===== src/rtl/wb_load_stage_pkg.sv =====
// rtl/wb_load_stage_pkg.sv - shared constants and types for the writeback/load stage
package wb_load_stage_pkg;

  localparam int REG_ADDR_W = 5;

  localparam logic [2:0] F3_LB  = 3'b000;
  localparam logic [2:0] F3_LH  = 3'b001;
  localparam logic [2:0] F3_LW  = 3'b010;
  localparam logic [2:0] F3_LBU = 3'b100;
  localparam logic [2:0] F3_LHU = 3'b101;

  typedef enum logic {
    IDLE = 1'b0,
    WAIT = 1'b1
  } state_e;

endpackage


===== src/rtl/wb_load_stage_load_extract.sv =====
// rtl/wb_load_stage_load_extract.sv - load size decode, byte/half lane select and extension
module wb_load_stage_load_extract
  import wb_load_stage_pkg::*;
#(
  parameter int XLEN = 32
) (
  input  logic [2:0]      funct3,
  input  logic [1:0]      addr_lo,
  input  logic [XLEN-1:0] rdata,
  output logic [XLEN-1:0] data,
  output logic            misaligned,
  output logic            illegal
);

  logic [7:0]  byte_v;
  logic [15:0] half_v;

  always_comb begin
    case (addr_lo)
      2'd0:    byte_v = rdata[7:0];
      2'd1:    byte_v = rdata[15:8];
      2'd2:    byte_v = rdata[23:16];
      default: byte_v = rdata[31:24];
    endcase
    half_v = addr_lo[1] ? rdata[31:16] : rdata[15:0];
  end

  always_comb begin
    data       = rdata;
    misaligned = 1'b0;
    illegal    = 1'b0;
    case (funct3)
      F3_LB:  data = {{(XLEN-8){byte_v[7]}}, byte_v};
      F3_LBU: data = {{(XLEN-8){1'b0}}, byte_v};
      F3_LH: begin
        data       = {{(XLEN-16){half_v[15]}}, half_v};
        misaligned = addr_lo[0];
      end
      F3_LHU: begin
        data       = {{(XLEN-16){1'b0}}, half_v};
        misaligned = addr_lo[0];
      end
      F3_LW:  misaligned = (addr_lo != 2'd0);
      default: illegal = 1'b1;
    endcase
  end

endmodule


===== src/rtl/wb_load_stage.sv =====
// rtl/wb_load_stage.sv - writeback stage: registered RF write, load wait with timeout
module wb_load_stage
  import wb_load_stage_pkg::*;
#(
  parameter int XLEN    = 32,
  parameter int TIMEOUT = 16
) (
  input  logic                  clk,
  input  logic                  rst_n,
  input  logic                  in_valid,
  output logic                  in_ready,
  input  logic [REG_ADDR_W-1:0] in_rd,
  input  logic                  in_rd_we,
  input  logic                  in_is_load,
  input  logic [2:0]            in_funct3,
  input  logic [1:0]            in_addr_lo,
  input  logic [XLEN-1:0]       in_result,
  input  logic                  mem_rvalid,
  input  logic [XLEN-1:0]       mem_rdata,
  output logic                  rf_we,
  output logic [REG_ADDR_W-1:0] rf_waddr,
  output logic [XLEN-1:0]       rf_wdata,
  output logic                  load_err
);

  localparam int CNT_W = $clog2(TIMEOUT + 1);

  state_e                state_q, state_d;
  logic [CNT_W-1:0]      cnt_q, cnt_d;
  logic [REG_ADDR_W-1:0] rd_q, rd_d;
  logic                  rd_we_q, rd_we_d;
  logic [2:0]            f3_q, f3_d;
  logic [1:0]            addr_q, addr_d;
  logic                  rf_we_q, rf_we_d;
  logic [REG_ADDR_W-1:0] rf_waddr_q, rf_waddr_d;
  logic [XLEN-1:0]       rf_wdata_q, rf_wdata_d;
  logic                  load_err_q, load_err_d;

  logic                  accept;
  logic                  wait_timeout;
  logic                  load_bad;
  logic [2:0]            ext_funct3;
  logic [1:0]            ext_addr;
  logic [XLEN-1:0]       ext_data;
  logic                  ext_misaligned;
  logic                  ext_illegal;

  assign in_ready = rst_n && (state_q == IDLE);
  assign accept   = in_valid && in_ready;

  // One decoder serves both phases: incoming fields in IDLE, captured fields in WAIT.
  assign ext_funct3 = (state_q == WAIT) ? f3_q   : in_funct3;
  assign ext_addr   = (state_q == WAIT) ? addr_q : in_addr_lo;
  assign load_bad   = ext_misaligned || ext_illegal;

  wb_load_stage_load_extract #(.XLEN(XLEN)) u_extract (
    .funct3     (ext_funct3),
    .addr_lo    (ext_addr),
    .rdata      (mem_rdata),
    .data       (ext_data),
    .misaligned (ext_misaligned),
    .illegal    (ext_illegal)
  );

  // A response on the timeout edge takes priority, so the timeout is qualified by !mem_rvalid.
  assign wait_timeout = (state_q == WAIT) && !mem_rvalid &&
                        (cnt_q == CNT_W'(TIMEOUT - 1));

  always_ff @(posedge clk) begin
    if (!rst_n) begin
      state_q    <= IDLE;
      cnt_q      <= '0;
      rd_q       <= '0;
      rd_we_q    <= 1'b0;
      f3_q       <= '0;
      addr_q     <= '0;
      rf_we_q    <= 1'b0;
      rf_waddr_q <= '0;
      rf_wdata_q <= '0;
      load_err_q <= 1'b0;
    end else begin
      state_q    <= state_d;
      cnt_q      <= cnt_d;
      rd_q       <= rd_d;
      rd_we_q    <= rd_we_d;
      f3_q       <= f3_d;
      addr_q     <= addr_d;
      rf_we_q    <= rf_we_d;
      rf_waddr_q <= rf_waddr_d;
      rf_wdata_q <= rf_wdata_d;
      load_err_q <= load_err_d;
    end
  end

  always_comb begin
    state_d = state_q;
    cnt_d   = cnt_q;
    case (state_q)
      IDLE: begin
        if (accept && in_is_load && !load_bad) begin
          state_d = WAIT;
          cnt_d   = '0;
        end
      end
      WAIT: begin
        cnt_d = cnt_q + CNT_W'(1);
        if (mem_rvalid || wait_timeout) state_d = IDLE;
      end
      default: state_d = IDLE;
    endcase
  end

  always_comb begin
    rf_we_d    = 1'b0;
    load_err_d = 1'b0;
    rf_waddr_d = rf_waddr_q;
    rf_wdata_d = rf_wdata_q;
    rd_d       = rd_q;
    rd_we_d    = rd_we_q;
    f3_d       = f3_q;
    addr_d     = addr_q;
    if (accept) begin
      if (!in_is_load) begin
        rf_we_d    = in_rd_we && (in_rd != '0);
        rf_waddr_d = in_rd;
        rf_wdata_d = in_result;
      end else if (load_bad) begin
        load_err_d = 1'b1;
      end else begin
        rd_d    = in_rd;
        rd_we_d = in_rd_we;
        f3_d    = in_funct3;
        addr_d  = in_addr_lo;
      end
    end else if (state_q == WAIT) begin
      if (mem_rvalid) begin
        rf_we_d    = rd_we_q && (rd_q != '0);
        rf_waddr_d = rd_q;
        rf_wdata_d = ext_data;
      end else if (wait_timeout) begin
        load_err_d = 1'b1;
      end
    end
  end

  assign rf_we    = rf_we_q;
  assign rf_waddr = rf_waddr_q;
  assign rf_wdata = rf_wdata_q;
  assign load_err = load_err_q;

endmodule


===== config.mk =====
export PLATFORM = sky130hd
export DESIGN_NAME = wb_load_stage
export DESIGN_NICKNAME = d
export VERILOG_FILES = /design/src/rtl/wb_load_stage_pkg.sv /design/src/rtl/wb_load_stage_load_extract.sv /design/src/rtl/wb_load_stage.sv
export SDC_FILE = /design/constraint.sdc
export NUM_CORES = 1
export LEC_CHECK = 0
export ABC_CLOCK_PERIOD_IN_PS = 4400
export CORE_MARGIN = 4
export CORE_UTILIZATION = 35
export CTS_CLUSTER_SIZE = 16
export DETAILED_ROUTE_END_ITERATION = 10
export GPL_ROUTABILITY_DRIVEN = 0
export HOLD_SLACK_MARGIN = 0.15
export PLACE_DENSITY = 0.67
export SYNTH_ARGS = -nofsm -noshare
export SYNTH_HDL_FRONTEND = slang
export SYNTH_SLANG_ARGS = --single-unit

===== constraint.sdc =====
create_clock -name clk -period 4.4 [get_ports clk]
set_clock_uncertainty 0.15 [all_clocks]
set_input_delay 0.66 -clock clk [delete_from_list [all_inputs] [get_ports clk]]
set_output_delay 0.66 -clock clk [all_outputs]
set_load 0.01 [all_outputs]

Word-level counts from Yosys, hierarchy flattened
Cells that the tools add are included.
{ "word_totals": {"regBits": 56, "latchBits": 0, "ramBits": 0, "rom_bits": 0, "wordCells": 75, "n_memories": 0} }
{ "op_classes": {"addsub": 1, "mul": 0, "n_div": 0, "magnitude_cmp": 0, "n_eq_ne": 9, "shifts": 0, "n_mux": 30, "n_bitwise": 2, "reduce_logical": 23} }
{ "ops": {"columns": ["cell", "n"], "rows": [
  ["two-way mux 32 bit", 4],
  ["one-hot mux 32 bit (4 select lines)", 1],
  ["two-way mux 5 bit", 5],
  ["one-hot mux 8 bit (3 select lines)", 1],
  ["two-way mux 16 bit", 1],
  ["two-way mux 1 bit", 13],
  ["one-hot mux 5 bit (2 select lines)", 1],
  ["nonzero test 5 bit", 2],
  ["logical AND 1 bit", 8],
  ["equality test 3 bit, second input constant", 2],
  ["AND reduction 3 bit", 2],
  ["nonzero test 2 bit", 3],
  ["adder 5 x 1 -> 5 bit, second input constant", 1],
  ["equality test 5 x 4 -> 1 bit, second input constant", 1],
  ["OR reduction 5 bit", 1],
  ["one-hot mux 1 bit (2 select lines)", 2],
  ["equality test 3 x 1 -> 1 bit, second input constant", 1],
  ["equality test 3 x 2 -> 1 bit, second input constant", 1],
  ["logical NOT 3 bit", 1],
  ["two-way mux 3 bit", 1],
  ["equality test 2 x 1 -> 1 bit, second input constant", 1],
  ["equality test 2 bit, second input constant", 1],
  ["logical NOT 1 bit", 2],
  ["logical NOT 2 bit", 1],
  ["6 further kinds", 8]
]} }

Depth between registers and ports, before layout
Gate-level depths: netlist of the first run.
{ "logic_depth": {"depth_word": 9, "ltp_mapped": 8} }

Cells and area by module
From an unflattened synthesis of the first run, not the netlist that was laid out.
{ "unflattened": {"hier_cells": 426, "hier_area_um2": 3475.8} }
{ "by_module_without_submodules": {"columns": ["mod", "n_inst", "cells_per_inst", "area_per_inst_um2", "seq_area_each_um2"], "rows": [
  ["wb_load_stage", 1, 319, 2653.8, 1121.1],
  ["wb_load_stage_load_extract", 1, 107, 822.0, 0.0]
]} }

Worst setup path after synthesis of the first run
Ideal clock, no wire load.
{ "synth_path": {"kind": "in2reg", "start": "input in_addr_lo[0]", "end": "register rf_wdata_q[21] (netlist: rf_wdata[21])", "setup_time_ns": 0.120, "arrival_ns": 2.073, "slack_ns": 2.057, "stages": 6, "n_path_buf": 1, "path_cell_list": "mux2i_1 mux4_2 a21oi_4 a21boi_4 buf_6 a21oi_1"} }
{ "synth_between": {"elab_chain_len": 7} }
{ "synth_rtl": {"columns": ["element", "line", "rtl"], "rows": [
  ["start, declared", "wb_load_stage.sv:16", "input logic [1:0] in_addr_lo,"],
  ["two-way mux 2 bit (*)", "wb_load_stage.sv:53", "assign ext_addr = (state_q == WAIT) ? addr_q : in_addr_lo;"],
  ["equality test 2 bit, or another cell as far along", "wb_load_stage_load_extract.sv:19", "case (addr_lo)"],
  ["one-hot mux 8 bit (3 select lines) (*)", "wb_load_stage_load_extract.sv:19", null],
  ["one-hot mux 32 bit (4 select lines) (*)", "wb_load_stage_load_extract.sv:32", "case (funct3)"],
  ["two-way mux 32 bit (*)", "wb_load_stage.sv:136", "if (mem_rvalid) begin"],
  ["two-way mux 32 bit (*)", "wb_load_stage.sv:135", "end else if (state_q == WAIT) begin"],
  ["two-way mux 32 bit (*)", "wb_load_stage.sv:122", "if (accept) begin"],
  ["end signal, assigned", "wb_load_stage.sv:90", "rf_wdata_q <= rf_wdata_d;"],
  ["end, declared", "wb_load_stage.sv:36", "logic [XLEN-1:0] rf_wdata_q, rf_wdata_d;"]
]} }
Mark *: on every way between the ends. The rest lies on a longest branch, timed or not. The select of a mux whose other input is x is not followed.
A chain may end at the register's enable or synchronous reset.

Final worst setup path of the first run
{ "layout_path": {"start": "register state_q", "end": "register rf_wdata_q[28] (netlist: rf_wdata[28])"} }
{ "layout_between": {"elab_chain_len": 7} }
{ "layout_rtl": {"columns": ["element", "line", "rtl"], "rows": [
  ["start, declared", "wb_load_stage.sv:28", "state_e state_q, state_d;"],
  ["start signal, assigned", "wb_load_stage.sv:82", "state_q <= state_d;"],
  ["two-way mux 2 bit", "wb_load_stage.sv:53", null],
  ["equality test 2 bit, or another cell as far along", "wb_load_stage_load_extract.sv:19", null],
  ["one-hot mux 8 bit (3 select lines)", "wb_load_stage_load_extract.sv:19", null],
  ["one-hot mux 32 bit (4 select lines)", "wb_load_stage_load_extract.sv:32", null],
  ["two-way mux 32 bit", "wb_load_stage.sv:136", null],
  ["two-way mux 32 bit", "wb_load_stage.sv:135", null],
  ["two-way mux 32 bit", "wb_load_stage.sv:122", null]
]} }
Parallel ways exist; a longest one is shown, timed or not. The select of a mux whose other input is x is not followed.

==> impl_metrics.sql, run 1 <==
INSERT INTO impl_metrics (metric_group, metric, value, unit) VALUES
('run_status', 'status', 'complete, no violations', ''),
('yosys', 'postSynthAreaPerCell', '8.36', 'um2'),
('yosys', 'synth_warn', '0', ''),
('yosys', 'ys_seq_area_share', '37.6', '%'),
('detailed_routing', 'vias', '3113', ''),
('global_routing', 'grt_util_all_layers', '19.7', '%'),
('power', 'totalPowerFinal', '1.12', 'mW'),
('worst_setup_path', 'worst_setup_path_start_kind', 'flop', ''),
('yosys', 'post_synth_instance_area', '2980', 'um2'),
('yosys', 'synthTopCellsByArea', 'sky130_fd_sc_hd__dfxtp_1, sky130_fd_sc_hd__nand2_1, sky130_fd_sc_hd__o211ai_1, sky130_fd_sc_hd__a21oi_1, sky130_fd_sc_hd__or3_1', ''),
('cts', 'cts_root_buf', 'sky130_fd_sc_hd__clkbuf_8', ''),
('yosys', 'ys_seq_elements', '56', ''),
('place', 'port_buffers', '119', ''),
('cts', 'ctsHtreeMaxLevel', '2', ''),
('cts', 'hold_buffers', '0', ''),
('floorplan', 'die-area', '10100', 'um2'),
('yosys', 'synth_largest_type_area_fraction', '37.6', '%'),
('sta', 'rsz0062_at_grt', 'no', ''),
('detailed_routing', 'drt_iter0_drc', '119', ''),
('sta', 'timing.final.setup_violations', '0', ''),
('yosys', 'asyncSetResetFlopFracSynth', '0', '%'),
('layout', 'design_area', '4320', 'um2'),
('worst_setup_path', 'worstPathMaxFanout', '29', ''),
('place', 'pre_cts_slack', '1.26', 'ns'),
('layout', 'layout.cells.non_filler', '565', ''),
('yosys', 'synthTopCellsByCount', 'sky130_fd_sc_hd__dfxtp_1, sky130_fd_sc_hd__nand2_1, sky130_fd_sc_hd__a21oi_1', ''),
('layout', 'layout.nets', '541', ''),
('layout', 'synthToLayoutAreaGrowth', '44.7', '%'),
('yosys', 'netlist.top_cell.by_area', 'sky130_fd_sc_hd__dfxtp_1', ''),
('floorplan', 'die_height', '100', 'um'),
('floorplan', 'starting_density_of_the_core', '36.1', '%'),
('floorplan', 'std_cell_rows', '33', ''),
('cts', 'clk_latency', '0.31', 'ns'),
('cts', 'cts_inserted_buffers', '5', ''),
('yosys', 'synth_top_flop_cell', 'sky130_fd_sc_hd__dfxtp_1', ''),
('cts', 'clock_tree_from_tritoncts', 'yes', ''),
('yosys', 'postSynthNetCount', '439', ''),
('sta', 'finalMaxSlewViolations', '0', ''),
('sta', 'hold_ws', '0.323', 'ns'),
('sta', 'period_needed', '3.01', 'ns'),
('worst_setup_path', 'crit_path_end_kind', 'flop', ''),
('power', 'ir_drop', '128', 'uV'),
('layout', 'antennaDiodeCount', '0', ''),
('yosys', 'yosysUniqueCellTypes', '49', ''),
('place', 'numPlacedInstances', '557', ''),
('worst_setup_path', 'critical_path_arrival', '3.05', 'ns'),
('global_routing', 'global_route.overflow_total', '0', ''),
('detailed_routing', 'finalWirelength', '10000', 'um'),
('sta', 'finalHoldViolCount', '0', ''),
('power', 'total_leakage_power', '1.52', 'nW'),
('run', 'cap_violations', '0', ''),
('cts', 'clkTransAtPathRegs', '0.11', 'ns'),
('place', 'detailed_place_hpwl', '7420', 'um'),
('floorplan', 'die_width', '100', 'um'),
('cts', 'post_cts.resized_instances', '0', ''),
('place', 'detailed_place.area', '4220', 'um2'),
('sta', 'final_critical_path_setup_slack', '1.39', 'ns'),
('cts', 'maximum_clock_path_buffer_count', '2', ''),
('sta', 'timing.final.crit_share', '68.3', '%'),
('layout', 'final_util', '52.3', '%'),
('power', 'power_density', '260', 'nW/um2'),
('sta', 'fin_tns_setup', '0', 'ns'),
('detailed_routing', 'drt_drc_violations_left', '0', ''),
('global_routing', 'via_count_of_the_first_global_routing_pass', '3153', ''),
('cts', 'tritoncts_num_sinks', '56', ''),
('sta', 'achievable-frequency', '0.333', 'GHz'),
('yosys', 'synth-edff-count', '0', ''),
('worst_setup_path', 'criticalPathCategory', 'reg -> reg', ''),
('global_routing', 'grt_pass1_wl', '16000', 'um'),
('yosys', 'instance_count_of_the_mapped_netlist', '357', ''),
('global_routing', 'antenna_found_initial', '0', ''),
('detailed_routing', 'avgRoutedWirePerCell', '17.7', 'um'),
('worst_setup_path', 'required', '4.44', 'ns'),
('detailed_routing', 'drtAntennaViolNets', '0', ''),
('sta', 'slew_headroom', '29.5', '%'),
('cts', 'postCtsSetupRepairBufs', '0', ''),
('sta', 'actual_transition_at_the_worst_max_transition_pin', '1.05', 'ns'),
('hold_path', 'hold_path.class', 'reg -> reg', ''),
('global_routing', 'grt_start_max_net_pins', '61', ''),
('floorplan', 'core', '8260', 'um2'),
('detailed_routing', 'firstDrtPassIters', '4', ''),
('floorplan', 'ios', '120', ''),
('detailed_routing', 'vias_per_cell', '5.51', ''),
('layout', 'share_of_cells_above_drive_strength_1', '5.87', '%');
-- worst max-delay path: stages (launching register included) --
cell and delay (ns):
sky130_fd_sc_hd__dfxtp_1 0.93, sky130_fd_sc_hd__mux2i_1 0.33, sky130_fd_sc_hd__mux4_2 0.57, sky130_fd_sc_hd__a21oi_4 0.28
sky130_fd_sc_hd__a21boi_4 0.49, sky130_fd_sc_hd__a21oi_1 0.12
-- layer usage --
metal | vias to the layer above | wire length (um) | global-route usage [%]
met5 | - | 0 | 0
met4 | 0 | 177 | 5.49
met3 | 12 | 330 | 2.85
met2 | 74 | 4920 | 32.9
met1 | 1488 | 4570 | 26.5
li1 | 1539 | - | -
-- final timing paths --
kind	start	end	slack, ns	cells after the start
max	state_q$_SDFF_PN0_	rf_wdata[28]$_SDFFE_PN0P_	1.39	5
min	rd_we_q$_SDFFE_PN0P_	rd_we_q$_SDFFE_PN0P_	0.32	2
max reg2reg	state_q$_SDFF_PN0_	rf_wdata[28]$_SDFFE_PN0P_	1.39	5
min reg2reg	rd_we_q$_SDFFE_PN0P_	rd_we_q$_SDFFE_PN0P_	0.32	2
-- cells in the final DEF, fill, tap and decap left out, types with 2 or more instances in the layout --
cell,count
sky130_fd_sc_hd__o211a_1,5
sky130_fd_sc_hd__a2bb2oi_1,6
sky130_fd_sc_hd__o2111ai_1,2
sky130_fd_sc_hd__nand3b_1,8
sky130_fd_sc_hd__nor2b_1,2
sky130_fd_sc_hd__nand2_1,56
sky130_fd_sc_hd__clkdlybuf4s50_1,118
sky130_fd_sc_hd__mux2_2,3
sky130_fd_sc_hd__clkinvlp_4,2
sky130_fd_sc_hd__and2_1,3
sky130_fd_sc_hd__a31oi_2,2
sky130_fd_sc_hd__dfxtp_1,56
sky130_fd_sc_hd__a31oi_1,2
sky130_fd_sc_hd__o211ai_1,27
sky130_fd_sc_hd__o21ai_0,23
sky130_fd_sc_hd__a22oi_1,7
sky130_fd_sc_hd__inv_1,3
sky130_fd_sc_hd__or4_1,2
sky130_fd_sc_hd__or3_1,27
sky130_fd_sc_hd__a21oi_1,36
sky130_fd_sc_hd__o21a_1,2
sky130_fd_sc_hd__mux2i_1,10
sky130_fd_sc_hd__o22ai_1,3
sky130_fd_sc_hd__clkbuf_8,6
sky130_fd_sc_hd__o221ai_1,7
sky130_fd_sc_hd__buf_4,5
sky130_fd_sc_hd__a21boi_0,2
sky130_fd_sc_hd__nand3_1,9
sky130_fd_sc_hd__nor2_1,2
sky130_fd_sc_hd__ha_1,2
sky130_fd_sc_hd__nor3b_1,2
sky130_fd_sc_hd__nand4_1,2
-- area by class of cell --
type | instances | area, um2
clock buffer | 6 | 82.6
timing repair buffer | 124 | 1220
fill | 815 | 3940
tap | 105 | 131
multi-input combinational | 269 | 1730
clock inverter | 2 | 15.0
inverter | 3 | 11.3
sequential | 56 | 1120
-- kinds of logic (layout without fill, tap and decap cells) --
family,count (synthesis),after routing,synth area share [%]
buffers and inverters,32,135,4.57
AO/OA/AOI/OAI,132,132,30.5
AND/OR/NAND/NOR,120,120,20.8
multiplexers,15,15,5.70
flip-flops,56,56,37.6
adder cells (fa/ha/maj),2,2,0.839
-- state kept, by name, indices dropped and copies added (netlist names) --
register	flops
rd_we_q	1
rf_we	1
state_q	1
addr_q	2
rf_waddr	5
cnt_q	5
rf_wdata	32
f3_q	3
rd_q	5
load_err	1
-- report_power, final --
group          total [mW]  internal, mW  leakage [nW]  switching (mW)
sequential          0.553         0.533         0.457          0.0194
clock               0.302         0.128        0.0434           0.174
combinational       0.269         0.148          1.02           0.121
Power figures use the tool's default switching activity.
==> run 2: changes to the inputs <==
--- a/config.mk
+++ b/config.mk
@@ -5,7 +5,7 @@
 export SDC_FILE = /design/constraint.sdc
 export NUM_CORES = 1
 export LEC_CHECK = 0
-export ABC_CLOCK_PERIOD_IN_PS = 4400
+export ABC_CLOCK_PERIOD_IN_PS = 3000
 export CORE_MARGIN = 4
 export CORE_UTILIZATION = 35
 export CTS_CLUSTER_SIZE = 16
==> constraint.sdc (replaced) <==
create_clock -name clk -period 3 [get_ports clk]
set_clock_uncertainty 0.15 [all_clocks]
set_input_delay 0.45 -clock clk [delete_from_list [all_inputs] [get_ports clk]]
set_output_delay 0.45 -clock clk [all_outputs]
set_load 0.01 [all_outputs]
==> run 2 against run 1 <==
Against the previous run: hold slack got worse by 0.00065 ns; via count is 2.8% higher; clock power grew 65%; power is 52% higher; utilization increased by 0.82 points; cell area is 1.6% higher; setup slack worse by 1.1 ns; flip-flop and latch count stayed put; wire length grew 2.3%; die area unchanged; non-clock buffer count grew 6.
==> impl_metrics.sql, run 2 (same netlist as run 1, synthesis figures left out) <==
INSERT INTO impl_metrics (metric_group, metric, value, unit) VALUES
('sta', 'finalMaxSlewViolations', '0', ''),
('worst_setup_path', 'critical_path.top_delay_family', 'multiplexers', ''),
('layout', 'share_of_cells_above_drive_strength_1', '6.87', '%'),
('detailed_routing', 'firstDrtPassIters', '4', ''),
('sta', 'achievable-frequency', '0.366', 'GHz'),
('sta', 'actual_transition_at_the_worst_max_transition_pin', '0.720', 'ns'),
('worst_setup_path', 'critical_path.n_buffers_inverters', '0', ''),
('sta', 'slew_headroom', '52.0', '%'),
('global_routing', 'global_route.overflow_total', '0', ''),
('global_routing', 'grt_pass1_wl', '16000', 'um'),
('hold_path', 'hold_path.class', 'reg -> reg', ''),
('detailed_routing', 'drtAntennaViolNets', '0', ''),
('cts', 'maximum_clock_path_buffer_count', '2', ''),
('worst_setup_path', 'worst_setup_path_start_kind', 'flop', ''),
('power', 'totalPowerFinal', '1.71', 'mW'),
('place', 'detailed_place_hpwl', '7660', 'um'),
('worst_setup_path', 'worst-r2r-setup-slack', '0.27', 'ns'),
('power', 'power_density', '391', 'nW/um2'),
('detailed_routing', 'vias_per_cell', '5.60', ''),
('sta', 'rsz0062_at_grt', 'no', ''),
('run', 'cap_violations', '0', ''),
('place', 'port_buffers', '119', ''),
('cts', 'cts_root_buf', 'sky130_fd_sc_hd__clkbuf_8', ''),
('layout', 'final_cell_mix', 'sky130_fd_sc_hd__clkdlybuf4s50_1, sky130_fd_sc_hd__nand2_1, sky130_fd_sc_hd__dfxtp_1, sky130_fd_sc_hd__a21oi_1', ''),
('floorplan', 'ios', '120', ''),
('cts', 'post_cts.resized_instances', '0', ''),
('worst_setup_path', 'slowest_stage', 'sky130_fd_sc_hd__dfxtp_1', ''),
('sta', 'timing.final.crit_share', '91.0', '%'),
('worst_setup_path', 'required', '3.03', 'ns'),
('global_routing', 'via_count_of_the_first_global_routing_pass', '3086', ''),
('global_routing', 'grt_util_all_layers', '19.7', '%'),
('floorplan', 'starting_density_of_the_core', '36.1', '%'),
('cts', 'clock_tree_from_tritoncts', 'yes', ''),
('layout', 'antennaDiodeCount', '0', ''),
('worst_setup_path', 'cp_cell_sequence', 'mux2i_1, mux4_2, a21oi_4, a21boi_4, a21oi_1', ''),
('layout', 'largest_register_ffs', '32', ''),
('detailed_routing', 'vias', '3200', ''),
('sta', 'timing.final.setup_violations', '0', ''),
('layout', 'leading_cell_type_in_the_layout_fill_and_taps_excluded', 'sky130_fd_sc_hd__clkdlybuf4s50_1', ''),
('worst_setup_path', 'worstPathMaxFanout', '20', ''),
('cts', 'hold_buffers', '0', ''),
('power', 'ir_drop', '234', 'uV'),
('detailed_routing', 'drt_drc_violations_left', '0', ''),
('cts', 'clkTransAtPathRegs', '0.10', 'ns'),
('global_routing', 'grt_start_max_net_pins', '61', ''),
('layout', 'design_area', '4380', 'um2'),
('layout', 'synthToLayoutAreaGrowth', '47.0', '%'),
('sta', 'period_needed', '2.73', 'ns'),
('detailed_routing', 'finalWirelength', '10200', 'um'),
('floorplan', 'die_height', '100', 'um'),
('cts', 'tritoncts_num_sinks', '56', ''),
('run_status', 'status', 'complete, no violations', ''),
('floorplan', 'die-area', '10100', 'um2'),
('place', 'detailed_place.area', '4280', 'um2'),
('cts', 'clk_latency', '0.30', 'ns'),
('cts', 'cts_inserted_buffers', '5', ''),
('layout', 'layout.nets', '547', ''),
('sta', 'fin_tns_setup', '0', 'ns'),
('floorplan', 'die_width', '100', 'um'),
('floorplan', 'core', '8260', 'um2'),
('detailed_routing', 'avgRoutedWirePerCell', '17.9', 'um'),
('sta', 'finalHoldViolCount', '0', ''),
('global_routing', 'antenna_found_initial', '0', ''),
('worst_setup_path', 'crit_path_end_kind', 'flop', ''),
('worst_setup_path', 'criticalPathCategory', 'reg -> reg', ''),
('power', 'total_leakage_power', '1.57', 'nW'),
('worst_setup_path', 'critPathMaxStageDelay', '0.76', 'ns'),
('cts', 'ctsHtreeMaxLevel', '2', ''),
('detailed_routing', 'drt_iter0_drc', '168', ''),
('cts', 'postCtsSetupRepairBufs', '0', ''),
('worst_setup_path', 'critical_path_arrival', '2.76', 'ns'),
('floorplan', 'std_cell_rows', '33', '');
## run 2: final cells by class
cell class / instances / area (um2)
Inverter: 3 / 11.3
Timing Repair Buffer: 130 / 1280
Sequential cell: 56 / 1120
Clock inverter: 2 / 35.0
Tap cell: 105 / 131
Multi-Input combinational cell: 269 / 1730
Fill cell: 787 / 3870
Clock buffer: 6 / 72.6
## run 2: through the flow
step	hold slack, ns	util [%]	instances	setup WS (ns)
floorplan	0.287	-	357	0.867
global placement	0.300	51.8	563	0.267
detailed placement	0.306	51.8	563	0.166
CTS	0.324	53.1	571	0.303
global route	0.365	53.1	571	0.113
finish	0.322	53.1	571	0.270
## run 2: power breakdown
group / internal (mW) / leakage [nW] / switching (mW) / total [mW]
combinational: 0.223 / 1.06 / 0.182 / 0.405
sequential: 0.782 / 0.457 / 0.0278 / 0.810
clock: 0.249 / 0.0552 / 0.250 / 0.498
total: 1.25 / 1.57 / 0.460 / 1.71
## run 2: layer usage
metal	part of all wire [%]	routed length (um)	GRT usage (%)	up-vias
met5	0	0	0	-
met4	2.2	223	6.11	0
met1	46	4710	26.7	1546
met3	4.0	410	2.92	13
li1	-	-	-	1554
met2	48	4890	32.1	87
## run 2: worst register-to-register path, delay by kind of cell, from the launching register on
family	cells	cell delay, ns
compound gates	3	0.78
flops	1	0.76
mux	2	0.92
## run 2: path summary, 6_finish.rpt
check             cells past startpoint            startpoint                   endpoint
setup reg to reg                      5    state_q$_SDFF_PN0_  rf_wdata[24]$_SDFFE_PN0P_
hold reg to reg                       2  rd_we_q$_SDFFE_PN0P_       rd_we_q$_SDFFE_PN0P_
hold / removal                        2  rd_we_q$_SDFFE_PN0P_       rd_we_q$_SDFFE_PN0P_
setup / recovery                      5    state_q$_SDFF_PN0_  rf_wdata[24]$_SDFFE_PN0P_
